`src/rtl/wback_pkg.sv`:
```
// Shared definitions for the writeback stage: FSM state encoding, write-select
// codes and default bus widths.
package wback_pkg;

  localparam int XLEN_DEFAULT       = 32;
  localparam int REG_ADDR_W_DEFAULT = 5;
  localparam int CSR_OP_W           = 8;
  localparam int CSR_ADDR_W         = 32;
  localparam int INSTRET_W          = 64;

  // GPR write-data source select
  localparam logic WSEL_ALU = 1'b0;
  localparam logic WSEL_MEM = 1'b1;

  typedef enum logic [1:0] {
    WB_IDLE   = 2'd0,
    WB_WRITE  = 2'd1,
    WB_COMMIT = 2'd2
  } wb_state_e;

endpackage

```
`src/rtl/wback_controller.sv`:
```
// Writeback control FSM: IDLE accepts one instruction, WRITE is the single
// strobe cycle, COMMIT holds valid_post_o until the consumer takes the retire.
module wback_controller
  import wback_pkg::*;
(
  input  logic clock,
  input  logic reset,
  input  logic valid_pre_i,
  input  logic ready_post_i,
  output logic ready_pre_o,
  output logic valid_post_o,
  output logic we_o,
  output logic write_phase_o
);

  wb_state_e r_state;
  wb_state_e w_next_state;

  // State register; reset sends the FSM straight back to IDLE, dropping any pending work
  // NOTE: sequential state uses <= so every flop samples the pre-edge values of its peers.
  always_ff @(posedge clock or posedge reset) begin
    if (reset) r_state <= WB_IDLE;
    else       r_state <= w_next_state;
  end

  // Next-state and handshake outputs decoded from the current state
  // NOTE: every output gets a default first so no path through the case can infer a latch.
  always_comb begin
    w_next_state  = r_state;
    ready_pre_o   = 1'b0;
    valid_post_o  = 1'b0;
    we_o          = 1'b0;
    write_phase_o = 1'b0;
    case (r_state)
      WB_IDLE: begin
        // ready is masked while reset is held so upstream never sees a false accept
        ready_pre_o = !reset;
        we_o        = valid_pre_i && !reset;
        if (we_o) w_next_state = WB_WRITE;
      end
      WB_WRITE: begin
        write_phase_o = 1'b1;
        w_next_state  = WB_COMMIT;
      end
      WB_COMMIT: begin
        valid_post_o = 1'b1;
        if (ready_post_i) w_next_state = WB_IDLE;
      end
      default: w_next_state = WB_IDLE;
    endcase
  end

endmodule

```
`src/rtl/wback.sv`:
```
// Writeback stage top: captures one executed instruction, selects GPR write
// data, pulses the GPR and CSR write strobes once, then retires.
// Optional feature macro: WBACK_INSTRET_EN adds a 64-bit retired-instruction
// counter and the instret_o port.
module wback
  import wback_pkg::*;
#(
  parameter int XLEN       = XLEN_DEFAULT,
  parameter int REG_ADDR_W = REG_ADDR_W_DEFAULT
) (
  input  logic                  clock,
  input  logic                  reset,
  input  logic                  valid_pre_i,
  output logic                  ready_pre_o,
  output logic                  valid_post_o,
  input  logic                  ready_post_i,
  input  logic                  wsel_i,
  input  logic                  wena_i,
  input  logic [REG_ADDR_W-1:0] waddr_i,
  input  logic [XLEN-1:0]       alu_result_i,
  input  logic [XLEN-1:0]       mem_result_i,
  input  logic [CSR_OP_W-1:0]   csr_op_i,
  input  logic                  csr_wena_i,
  input  logic [CSR_ADDR_W-1:0] csr_waddr_i,
  input  logic [XLEN-1:0]       csr_wdata_i,
  output logic                  wena_o,
  output logic [REG_ADDR_W-1:0] waddr_o,
  output logic [XLEN-1:0]       wdata_o,
  output logic [CSR_OP_W-1:0]   csr_op_o,
  output logic                  csr_wena_o,
  output logic [CSR_ADDR_W-1:0] csr_waddr_o,
  output logic [XLEN-1:0]       csr_wdata_o
`ifdef WBACK_INSTRET_EN
  ,
  output logic [INSTRET_W-1:0]  instret_o
`endif
);

  logic w_we;
  logic w_write_phase;

  logic                  r_wsel;
  logic                  r_wena;
  logic [REG_ADDR_W-1:0] r_waddr;
  logic [XLEN-1:0]       r_alu_result;
  logic [XLEN-1:0]       r_mem_result;
  logic [CSR_OP_W-1:0]   r_csr_op;
  logic                  r_csr_wena;
  logic [CSR_ADDR_W-1:0] r_csr_waddr;
  logic [XLEN-1:0]       r_csr_wdata;

  wback_controller u_ctrl (
    .clock        (clock),
    .reset        (reset),
    .valid_pre_i  (valid_pre_i),
    .ready_post_i (ready_post_i),
    .ready_pre_o  (ready_pre_o),
    .valid_post_o (valid_post_o),
    .we_o         (w_we),
    .write_phase_o(w_write_phase)
  );

  // Capture registers: loaded only on accept so outputs stay stable through WRITE and COMMIT
  always_ff @(posedge clock or posedge reset) begin
    if (reset) begin
      r_wsel       <= WSEL_ALU;
      r_wena       <= 1'b0;
      r_waddr      <= '0;
      r_alu_result <= '0;
      r_mem_result <= '0;
      r_csr_op     <= '0;
      r_csr_wena   <= 1'b0;
      r_csr_waddr  <= '0;
      r_csr_wdata  <= '0;
    end else if (w_we) begin
      r_wsel       <= wsel_i;
      r_wena       <= wena_i;
      r_waddr      <= waddr_i;
      r_alu_result <= alu_result_i;
      r_mem_result <= mem_result_i;
      r_csr_op     <= csr_op_i;
      r_csr_wena   <= csr_wena_i;
      r_csr_waddr  <= csr_waddr_i;
      r_csr_wdata  <= csr_wdata_i;
    end
  end

  // Only the strobes are pulsed; x0 is never written
  assign wena_o      = w_write_phase && r_wena && (r_waddr != '0);
  assign csr_wena_o  = w_write_phase && r_csr_wena;
  assign waddr_o     = r_waddr;
  assign wdata_o     = (r_wsel == WSEL_MEM) ? r_mem_result : r_alu_result;
  assign csr_op_o    = r_csr_op;
  assign csr_waddr_o = r_csr_waddr;
  assign csr_wdata_o = r_csr_wdata;

`ifdef WBACK_INSTRET_EN
  logic                 w_retire;
  logic [INSTRET_W-1:0] r_instret;

  assign w_retire = valid_post_o && ready_post_i;

  // Retired-instruction counter, wraps naturally at 2^64
  always_ff @(posedge clock or posedge reset) begin
    if (reset)         r_instret <= '0;
    else if (w_retire) r_instret <= r_instret + 64'd1;
  end

  assign instret_o = r_instret;
`endif

endmodule

```
`config.mk`:
```
export PLATFORM = sky130hd
export DESIGN_NAME = wback
export DESIGN_NICKNAME = d
export VERILOG_FILES = /design/src/rtl/wback_pkg.sv /design/src/rtl/wback_controller.sv /design/src/rtl/wback.sv
export SDC_FILE = /design/constraint.sdc
export NUM_CORES = 1
export LEC_CHECK = 0
export CAP_MARGIN = 20
export CORE_MARGIN = 2
export CORE_UTILIZATION = 45
export DETAILED_ROUTE_END_ITERATION = 6
export PLACE_DENSITY_LB_ADDON = 0.1
export SYNTH_ARGS = -nofsm -noshare
export SYNTH_HDL_FRONTEND = slang
export SYNTH_SLANG_ARGS = --single-unit
```
`constraint.sdc`:
```
create_clock -name clock -period 9.81 [get_ports clock]
set_clock_uncertainty 0.1 [all_clocks]
set_input_delay 1.962 -clock clock [delete_from_list [all_inputs] [get_ports clock]]
set_output_delay 1.962 -clock clock [all_outputs]
set_load 0.05 [all_outputs]
```
==> results.txt, run 1 <==
- Total non-filler cell area in the finished layout: 9188 sq um
* Initial Util: 46.39%
* Count of endpoints failing setup in the final report: 0
- Level count of the clock H-tree: 4
* Die area: 13,990 sq um
- The clock drives approximately 150 sinks.
- Worst reg2reg path endpoint: r_mem_result[21]
- Path length in cells of the critical path: 3
* Overall die width: ~120 um
- Synth Flop Type: sky130_fd_sc_hd__dfrtp_1
- The core region is 12,670 sq um.
* Clock transition at path regs: 0.06 ns
- For this run, design rule violations remaining after detail routing come to 0.
- Averaged over all synthesized cells, the footprint is 16.60 sq um.
- Setup slack, reg-to-reg: 7.02 ns
- Max-Cap Viols: 0
* Dominant cell by count in the synthesized netlist: sky130_fd_sc_hd__dfrtp_1
- Worst Path Arrival: between 3 and 4 ns
* Net count, final: 767
- Flip-flop and latch area: 3654 sq um
- Crit. Startpoint: reset
- Detail-routed via count per cell: 4.924
- The post-route netlist has approximately 26% of its cells at a drive strength greater than 1.
- The area growth from synthesis to layout is 56.30%.
- Final hold viol count: 0
- After detailed routing, the total wire length is 14,370 um.
- Along the worst hold path, the cell count comes to 1.
- Sw Pwr: 1.012 mW
- The clock passes through at most 2 buffers.
* GR Util All Layers: between 20% and 30%
* First-pass GRT wire length: roughly 23,000 um
- Drt pass-1 iters: 4
- Sorting the synthesized cells by area gives the leading types as sky130_fd_sc_hd__dfrtp_1, sky130_fd_sc_hd__mux2_2, sky130_fd_sc_hd__mux2_1, sky130_fd_sc_hd__buf_4, sky130_fd_sc_hd__buf_6.
* Logic gate share of total power: 44.2%
- Fraction of power consumed by sequential logic: roughly 33%
- Worst skew pair latency: 0.40 ns
* Final RePlAce weighted congestion: 0.7794
- Clock period minus worst slack: 5.599 ns
- Buffers added to address setup during post-CTS repair amount to 0.
- Derived from the worst setup path, the maximum achievable clock frequency is 0.1786 GHz.
* Type of element capturing the critical path: output pin
- The run finished with clean final reports.
* Routed via count: 3,954
- Hold timing on the final database bottoms out at a slack of 0.3810 ns.
* Cell class contributing the biggest share of worst-path delay: buffers and inverters
* Total of cells resized after clock tree synthesis: 0
- The number of different library cells used by synthesis comes to 18.
- Buffer type at the clock tree root: sky130_fd_sc_hd__clkbuf_16
- Setup repair after global routing left no endpoint under its margin.
- After filler insertion, the fill cell instance count of the layout stands at approximately 890.
- TritonCTS clock tree: built
- Quantity of I/O buffers inserted on ports: 260
- The initialized floorplan defines 41 standard-cell rows.
* Number of slew-limit violations in the final report: 0
- Area occupied by multi-input gates: a little over 2000 sq um
* Fraction of the cycle the final worst path needs: 57.08%
* CP bufs+invs: 2
- Maximum number of pins on one net before global-route repair: 89
* Post-synth EDFFs: 0
- Cell with the largest stage delay on the worst path: sky130_fd_sc_hd__clkdlybuf4s50_1
- Following the worst setup path forward leads to its endpoint at ready_pre_o.
- Once layout is complete, the utilization of the core stands at 72.51%.
- From bottom edge to top edge, the die measures 118.3 um.
* Setup TNS: 0 ns
- Clock tree synthesis inserted a total of 17 buffers.
- Dpl cell area: 8573 sq um
* Clock network fraction of total power: 23.1%
* Class of the tightest hold or removal check: flop to flop
- Overall overflow remaining after global route: 0
* Most frequent cell on the critical path: sky130_fd_sc_hd__clkdlybuf4s50_1
- VDD sags by at most 0.1927 mV.
- In the final routed layout, each cell accounts on average for between 15 and 20 um.
- The number of global-route vias before repair is 4,450.
- Switching share of power: 38.68%
* Post-Syn Area: 5878 sq um
* Total power divided by cell area: 284.8 nW/um^2
- Fraction of registers with async set or reset after synthesis: 100.0%
* Syn. warnings: 0
* Synth Instances: 354
* Relative slew margins: 49.94%
- Boundary pin count: 261
- Once detail routing completed, the nets flagged for antenna violations numbered 0.
* Top cells by count, synth: sky130_fd_sc_hd__dfrtp_1, sky130_fd_sc_hd__mux2_2, sky130_fd_sc_hd__mux2_1
- Least-Margin Pin Slew: 0.7510 ns
- Worst setup path category: primary input to output pin
- Antenna violations before repair: 0
* Origin of the critical flop-to-flop path: u_ctrl.r_state[0]
- Area share of the largest cell type after synthesis: 62.15%
- Detailed Place HPWL: 10,370 um
* Count of cells along the worst register-to-register path: 5
* Post-synthesis sequential area ratio: 62.15%
* Number of synthesized register bits: 146
- Data on the critical path is required at its endpoint by 7.75 ns.
- For this block, the initial DRC count from the detailed router was about 170.
- For this run, the slowest stage of the critical path takes 0.84 ns.
- Critical Path Start Type: primary input
* Chain of cells forming the critical path: clkdlybuf4s50_1, nor3_1, clkdlybuf4s50_1
- Hold repair after CTS inserted 0 buffers.
- In this run the worst path has a maximum fanout of 3.
* Cell taking the most area after synthesis: sky130_fd_sc_hd__dfrtp_1
- The internal portion of the total power is roughly 1.6 mW.
* Leakage power: 3.760 nW
- The number of antenna diodes in the final layout is 0.
* Synthesized Nets: 502
-- layer usage --
metal	vias to the layer above	wire (um)	GRT usage, %
met2	171	7225	35.98
met5	-	0	0
met1	1959	5460	23.96
met4	0	378	9.563
met3	30	1307	9.315
li1	1794	-	-
-- power groups by stage --
stage,clock (mW),sequential [mW],combinational [mW]
3_5_place_dp,0,0.863,1.16
3_3_place_gp,0,0.850,1.15
2_1_floorplan,0,1.15,0.462
6_report,0.606,0.854,1.16
4_1_cts,0.619,0.855,1.17
5_1_grt,0.652,0.877,1.20
-- through the flow --
stage	power, mW	cells	setup WS [ns]
detailed placement	2.023	770	4.206
CTS	2.639	801	4.208
global route	2.730	803	4.150
finish	2.617	803	4.211
floorplan	1.612	354	3.825
global placement	1.997	770	4.225
-- worst min-delay path by stage --
stage                      from          endpoint  slack (ns)
2_1_floorplan   r_mem_result[0]   r_mem_result[0]        0.35
3_3_place_gp    r_mem_result[7]   r_mem_result[7]        0.36
3_5_place_dp    r_mem_result[7]   r_mem_result[7]        0.37
4_1_cts         r_mem_result[7]   r_mem_result[7]        0.38
5_1_grt        r_mem_result[13]  r_mem_result[13]        0.40
6_report        r_mem_result[1]   r_mem_result[1]        0.38
-- placed cells by master (no fill, tap or decap), types with 2 or more instances in the layout --
cell type,n
sky130_fd_sc_hd__buf_16,2
sky130_fd_sc_hd__buf_4,4
sky130_fd_sc_hd__clkbuf_1,4
sky130_fd_sc_hd__clkbuf_16,17
sky130_fd_sc_hd__clkbuf_8,5
sky130_fd_sc_hd__clkdlybuf4s50_1,260
sky130_fd_sc_hd__clkinv_2,4
sky130_fd_sc_hd__dfrtp_1,146
sky130_fd_sc_hd__mux2_1,49
sky130_fd_sc_hd__mux2_2,127
sky130_fd_sc_hd__nor3_1,2
-- logic make-up after synthesis --
logic type | count (synthesis) | share of synthesized area (%)
buffers and inverters | 22 | 2.959
and+or+nand+nor | 8 | 1.000
DFF | 146 | 62.15
AOI/OAI and AO/OA | 2 | 0.1701
muxes | 176 | 33.72
-- sequential cells by signal, indices dropped and copies added (netlist names) --
register,cells
csr_waddr_o,32
csr_wdata_o,32
r_alu_result,32
r_mem_result,32
csr_op_o,8
waddr_o,5
u_ctrl.r_state,2
r_csr_wena,1
r_wena,1
r_wsel,1
-- worst register-to-register path: cells and delay by family (launching register included) --
kind	cells	cell delay, ns
multiplexers	1	0.44
flip-flops	1	0.47
AND/OR/NAND/NOR	1	0.30
buffers and inverters	3	1.36
-- final cells by class --
class	instances	area share (%)
multi-input cells	186	22.42
well taps	172	2.342
inverters	2	0.1362
flip-flops and latches	146	39.77
clock inverters	5	0.5447
repair buffers	266	29.25
clock buffers	26	5.543
Power figures use the tool's default switching activity.
==> run 2, diff against run 1 <==
CORE_UTILIZATION = 42   (was 45)
clock period = 5.8 ns   (was 9.81 ns; I/O delays follow)
==> run 2 against run 1 <==
Net effect:
- cell area decreased by 0.42%
- global-route usage fell by 2.3 points
- routed wire length shrank 1.2%
- clock-buffer cell count increased by 1
- flip-flop and latch count is the same
- clock power increased by 68%
- largest power group unchanged
==> results.txt, run 2 (same netlist as run 1, synthesis figures left out) <==
- The worst slew margin relative to its limit was 47.49% (was 49.94%).
* Leading cell type in the layout, fill and taps excluded: sky130_fd_sc_hd__clkdlybuf4s50_1 (unchanged)
- Final hold viol count: 0 (unchanged)
* Worst vdd rail ir drop: 0.2748 mV (was 0.1927 mV)
- Initial Util: 42.68% (was 46.39%)
- The setup total negative slack is 0 ns (unchanged).
* Worst Path Arrival: 2.71 ns (was 3.54 ns)
* Maximum number of pins on one net before global-route repair: 146 (was 89)
- Worst setup path category: primary input to output pin (unchanged)
* Fraction of final layout cells with drive strength greater than 1: 25.40% (was 25.83%)
* Final RePlAce weighted congestion: 0.7566 (was 0.7794)
- The number of sinks on the clock net is 146 (unchanged).
- Commonest non-fill, non-tap cells in the layout: sky130_fd_sc_hd__clkdlybuf4s50_1, sky130_fd_sc_hd__dfrtp_1, sky130_fd_sc_hd__mux2_2, sky130_fd_sc_hd__mux2_1, sky130_fd_sc_hd__clkbuf_16 (unchanged).
- Number of slew-limit violations in the final report: 0 (unchanged)
- The element type at the critical path start is a primary input (unchanged).
- The final routed wirelength across all metal layers came to 14,200 um (was 14,370 um).
- First-pass GRT wire length: 21,770 um (was 23,340 um)
* Type of element capturing the critical path: output pin (unchanged)
- Placeable core region: 13,770 sq um (was 12,670 sq um)
* Antenna violations before repair: 0 (unchanged)
- The area taken by flip-flops and latches came to 3654 sq um (unchanged).
- Overall die width: 122.3 um (was 118.3 um)
* Die area: 14,960 sq um (was 13,990 sq um)
- GR Util All Layers: 19.33% (was 21.59%)
- Via count of the first global-routing pass: 4,282 (was 4,450)
* Post-CTS setup-driven buffer insertion count: 0 (unchanged)
- The dominant cell type by count on the critical path was sky130_fd_sc_hd__clkdlybuf4s50_1 (unchanged).
* Logic gate share of total power: 44.0% (was 44.2%)
- Highest clock frequency the design can meet: between 0.2 and 0.3 GHz
- Buffer type at the clock tree root: sky130_fd_sc_hd__clkbuf_16 (unchanged)
- The number of primary I/O pins came to 261 (unchanged).
- Chain of cells forming the critical path: clkdlybuf4s50_1, nor3_1, clkdlybuf4s50_1 (unchanged).
- Met3 Use GR: 9.387% (was 9.315%)
- The worst-skew pair later-pin latency came to 0.41 ns (was 0.40 ns).
- The switching part of the total is 38.70% (was 38.68%).
- The cell with the largest stage delay on the worst path is sky130_fd_sc_hd__clkdlybuf4s50_1 (unchanged).
- Delay of the slowest cell on the worst path: 0.83 ns (was 0.84 ns)
- Total DRC errors in the routed layout: 0 (unchanged)
- Cts-stage hold buffer count: 0 (unchanged)
- The number of buffers inserted during clock tree synthesis is 17 (unchanged).
- Net count, final: 765 (was 767)
* Area occupied by multi-input gates: 2059 sq um (unchanged)
- Total power: 4.406 mW (was 2.617 mW)
- Setup repair after global routing missed its margin: false (unchanged).
* Minimum hold slack: 0.3809 ns (was 0.3810 ns)
- ANT cells: 0 (unchanged)
* # fillers: 1,070 (was 887)
- Sw Pwr: 1.705 mW (was 1.012 mW)
* Wire per inst: 17.54 um (was 17.90 um)
* Routed via count: 3,894 (was 3,954)
* Detailed Place HPWL: 10,090 um (was 10,370 um)
* Run status: complete, no violations (unchanged)
- Max-Cap Viols: 0 (unchanged)
- Class of the tightest hold or removal check: flop to flop (unchanged)
* Total non-filler cell area in the finished layout: 9149 sq um (was 9188 sq um)
- The areal power density over the cells came to 481.6 nW/um^2 (was 284.8 nW/um^2).
- Clock period minus worst slack: 3.967 ns
* Total of cells resized after clock tree synthesis: 0 (unchanged)
- Setup slack, reg-to-reg: 3.62 ns (was 7.02 ns)
- P&R area growth vs syn: 55.64% (was 56.30%)
* Level count of the clock H-tree: 4 (unchanged)
* Fraction of met2 tracks used by global routing: 32.95% (was 35.98%)
- Clock network fraction of total power: 23.1% (about the same)
- The global routing's busiest layer is met2 (unchanged).
* Fraction of power consumed by sequential logic: 32.8% (was 32.6%)
* Fraction of the cycle the final worst path needs: between 60 and 70%
- The maximum fanout along the worst path was 3 (unchanged).
- The initial detailed-routing violation count came to 113 (was 166).
* Die extent in y: 122.3 um (was 118.3 um)
- Std cell rows: 43 (was 41)
* Critical path data required time: 4.54 ns (was 7.75 ns)
* Clock transition at path regs: 0.05 ns (was 0.06 ns)
* Quantity of I/O buffers inserted on ports: 260 (unchanged)
- Detail-routed via count per cell: 4.807 (was 4.924)
- Drt pass-1 iters: 4 (unchanged)
- The number of nets with antenna violations after detailed routing came to 0 (unchanged).
* Overall overflow remaining after global route: 0 (unchanged)
* Dpl cell area: 8596 sq um (was 8573 sq um)
- The maximum root-to-sink buffer count came to 2 (unchanged).
- The internal power of the cells is 2.701 mW (was 1.604 mW).
* TritonCTS clock tree: built (unchanged)
* Count of endpoints failing setup in the final report: 0 (unchanged)
- Least-Margin Pin Slew: 0.7876 ns (was 0.7510 ns)
- The met1 track demand over resource came to 20.65% (was 23.96%).
* Leakage power: 3.733 nW (was 3.760 nW)
==> run 2: layout make-up <==
cell class	count	share of cell area [%]
repair buffers	264	28.91
inverters	2	0.1368
clock inverters	5	0.5470
multi-input cells	186	22.51
clock buffers	27	5.498
flip-flops and latches	146	39.93
well taps	180	2.462
==> run 2: per-stage QoR <==
stage / utilization (%) / instances / setup slack [ns]
final: 66.42 / 810 / 1.833
after global routing: 66.42 / 810 / 1.677
after CTS: 66.42 / 810 / 1.778
after detailed placement: 62.41 / 778 / 1.818
after global placement: 62.41 / 778 / 1.839
after floorplan: - / 354 / 0.6170
==> run 2: critical path: cells and delay by family <==
kind | cells | cell delay, ns
and+or+nand+nor | 1 | 0.18
buffers and inverters | 2 | 1.37
==> run 2: path summary, 6_finish.rpt <==
| kind | end | startpoint | depth (start not counted) |
|---|---|---|---|
| setup / recovery | ready_pre_o | reset | 3 |
| hold / removal | r_mem_result[17] | r_mem_result[17] | 1 |
| setup reg to reg | r_alu_result[7] | u_ctrl.r_state[0] | 3 |
| hold reg to reg | r_mem_result[17] | r_mem_result[17] | 1 |
| max in group asynchronous | r_mem_result[4] | reset | 3 |
| min in group asynchronous | csr_waddr_o[27] | reset | 2 |
==> run 2: layer usage <==
| layer | vias up | share of wire, % |
|---|---|---|
| met5 | - | 0 |
| met4 | 0 | 2.0 |
| met3 | 23 | 11 |
| met2 | 161 | 50 |
| met1 | 1925 | 38 |
| li1 | 1785 | - |
==> run 2: power groups by stage <==
stage | Clock (mW) | Combinational [mW] | Sequential (mW)
final | 1.02 | 1.94 | 1.45
after CTS | 1.04 | 1.96 | 1.45
after detailed placement | 0 | 1.95 | 1.46
after floorplan | 0 | 0.781 | 1.95
after global placement | 0 | 1.94 | 1.45
after global routing | 1.10 | 2.02 | 1.49
==> edit, RTL diff (config.mk and constraints of run 2) <==
`CSR_ADDR_W`: 32 -> 64.
--- a/src/rtl/wback_pkg.sv
+++ b/src/rtl/wback_pkg.sv
@@ -5,7 +5,7 @@
   localparam int XLEN_DEFAULT       = 32;
   localparam int REG_ADDR_W_DEFAULT = 5;
   localparam int CSR_OP_W           = 8;
-  localparam int CSR_ADDR_W         = 32;
+  localparam int CSR_ADDR_W         = 64;
   localparam int INSTRET_W          = 64;
 
   // GPR write-data source select
Interface: changed (resized csr_waddr_i and csr_waddr_o); port bits go from 261 to 325. No check against the original RTL was run, so the function may have changed too.
==> edit against run 2 <==
- total power rose by 21%
- worst setup slack got worse by 0.065 ns
- die area up 19%
- global-route usage increased by 1.7 points
- synthesized area up 20%
- critical path depth unchanged
- count of clock-buffer cells in the layout down 3
- final area rose by 21%
- wire length grew 28%
- register-to-register slack better by 0.06 ns
- sequential cell count rose by 32
- largest cell class unchanged
==> edit: results (changes against run 2) <==
| Metric | Value |
|---|---|
| Outcome | `finished, final reports clean` |
| Rows | `47 (+9.3%)` |
| Clock buffers | `24 (-11%)` |
| Hold Startpoint | `r_alu_result[3]` |
| VDD IR max | `0.269 mV (-2.0%)` |
| M3 GR Usage | `0.0921 (-0.00178)` |
| Synth Area in Compound Gates | `0.00142 (-0.000279)` |
| Mapped Cells | `421 (+19%)` |
| Initial antenna violation count | `1 (+1)` |
| Netlist cell types | `16 (-2)` |
| Synth area leaders | `dfrtp_1 (63%), mux2_1 (21%), mux2_2 (13%), buf_4 (1.6%), nor4b_4 (0.34%)` |
| LEAKAGE | `4.54 nW (+21%)` |
| R2R Setup Slk | `3.68 ns (+0.06 ns)` |
| Final #Nets | `926 (+21%)` |
| Multi-input gates | `218 (+17%)` |
| Vias in the first global route | `5,250 (+23%)` |
| Iteration-0 DRC Markers | `134 (+19%)` |
| Post-DP HPWL | `13,400 um (+33%)` |
| Multiplexer share of the synthesized area | `0.333 (-0.00395)` |
| Top routing layer in use | `met5` |
| #FFs+latches synth | `178 (+22%)` |
| Signal buffers | `329 (+25%)` |
| Reg2reg end | `r_alu_result[29]` |
| Synth Area in XOR/XNOR | `0 (unchanged)` |
| Headroom to the max-slew limit | `0.365 (-0.110)` |
| WP data arrival | `2.77 ns (+0.06 ns)` |
| Sequential Area | `4450 um2 (+22%)` |
| Clock buffers and inverters, area share | `0.0569 (-0.00351)` |
| Placed Area | `10,500 um2 (+22%)` |
| Met2 Use GR | `0.356 (+0.0264)` |
| Signal buf overhead | `0.298 (+0.00874)` |
| Final GP Congestion | `0.799 (+5.6%)` |
| Avg WL per Cell | `18.6 um (+5.9%)` |
| DR vias | `4,741 (+22%)` |
| Layout area overhead | `57.9%` |
| Met1 wire length | `6790 um (+27%)` |
| Most frequent cells after synthesis | `dfrtp_1 (178), mux2_1 (129), mux2_2 (79), buf_4 (15)` |
| Met1 Resource Use GR | `0.228 (+0.0219)` |
| Total track usage | `0.210 (+0.0171)` |
| Min Hold Slack | `0.383 ns (+0.00174 ns)` |
| I/O Buffers | `324 (+25%)` |
| Met2 routed wirelength | `9070 um (+29%)` |
| Hold Path End | `r_alu_result[3]` |
| First-pass GRT wire length | `28,300 um (+30%)` |
| # fillers | `1,176 (+9.9%)` |
| Fraction of area in multi-input gates | `0.218 (-0.00707)` |
==> edit: cell count changes in the layout (fill, tap and decap cells not counted), moves of 2 or more <==
cell	delta
clkbuf_1	-2
clkdlybuf4s50_1	+64
bufinv_16	+3
clkinv_2	-3
mux2_1	+80
mux2_2	-48
dfrtp_1	+32
clkinv_4	+2
clkinvlp_4	+2
==> edit: where the power goes <==
group / total (W) / internal [W] / switching (W) / leakage, nW
combinational: 0.00237 / 0.000905 / 0.00146 / 2.14
sequential: 0.00176 / 0.00158 / 0.000182 / 2.09
clock: 0.00122 / 0.000757 / 0.000463 / 0.305
total: 0.00535 / 0.00324 / 0.00211 / 4.54
==> edit: how the worst max path moves through the flow <==
stage                              to  slack [ns]  depth (start not counted)
final                     ready_pre_o        1.77                          3
after global routing      wdata_o[31]        1.68                          3
after detailed placement  ready_pre_o        1.76                          3
after global placement    ready_pre_o        1.80                          3
after CTS                 ready_pre_o        1.75                          3
after floorplan           csr_op_o[0]        2.26                          1
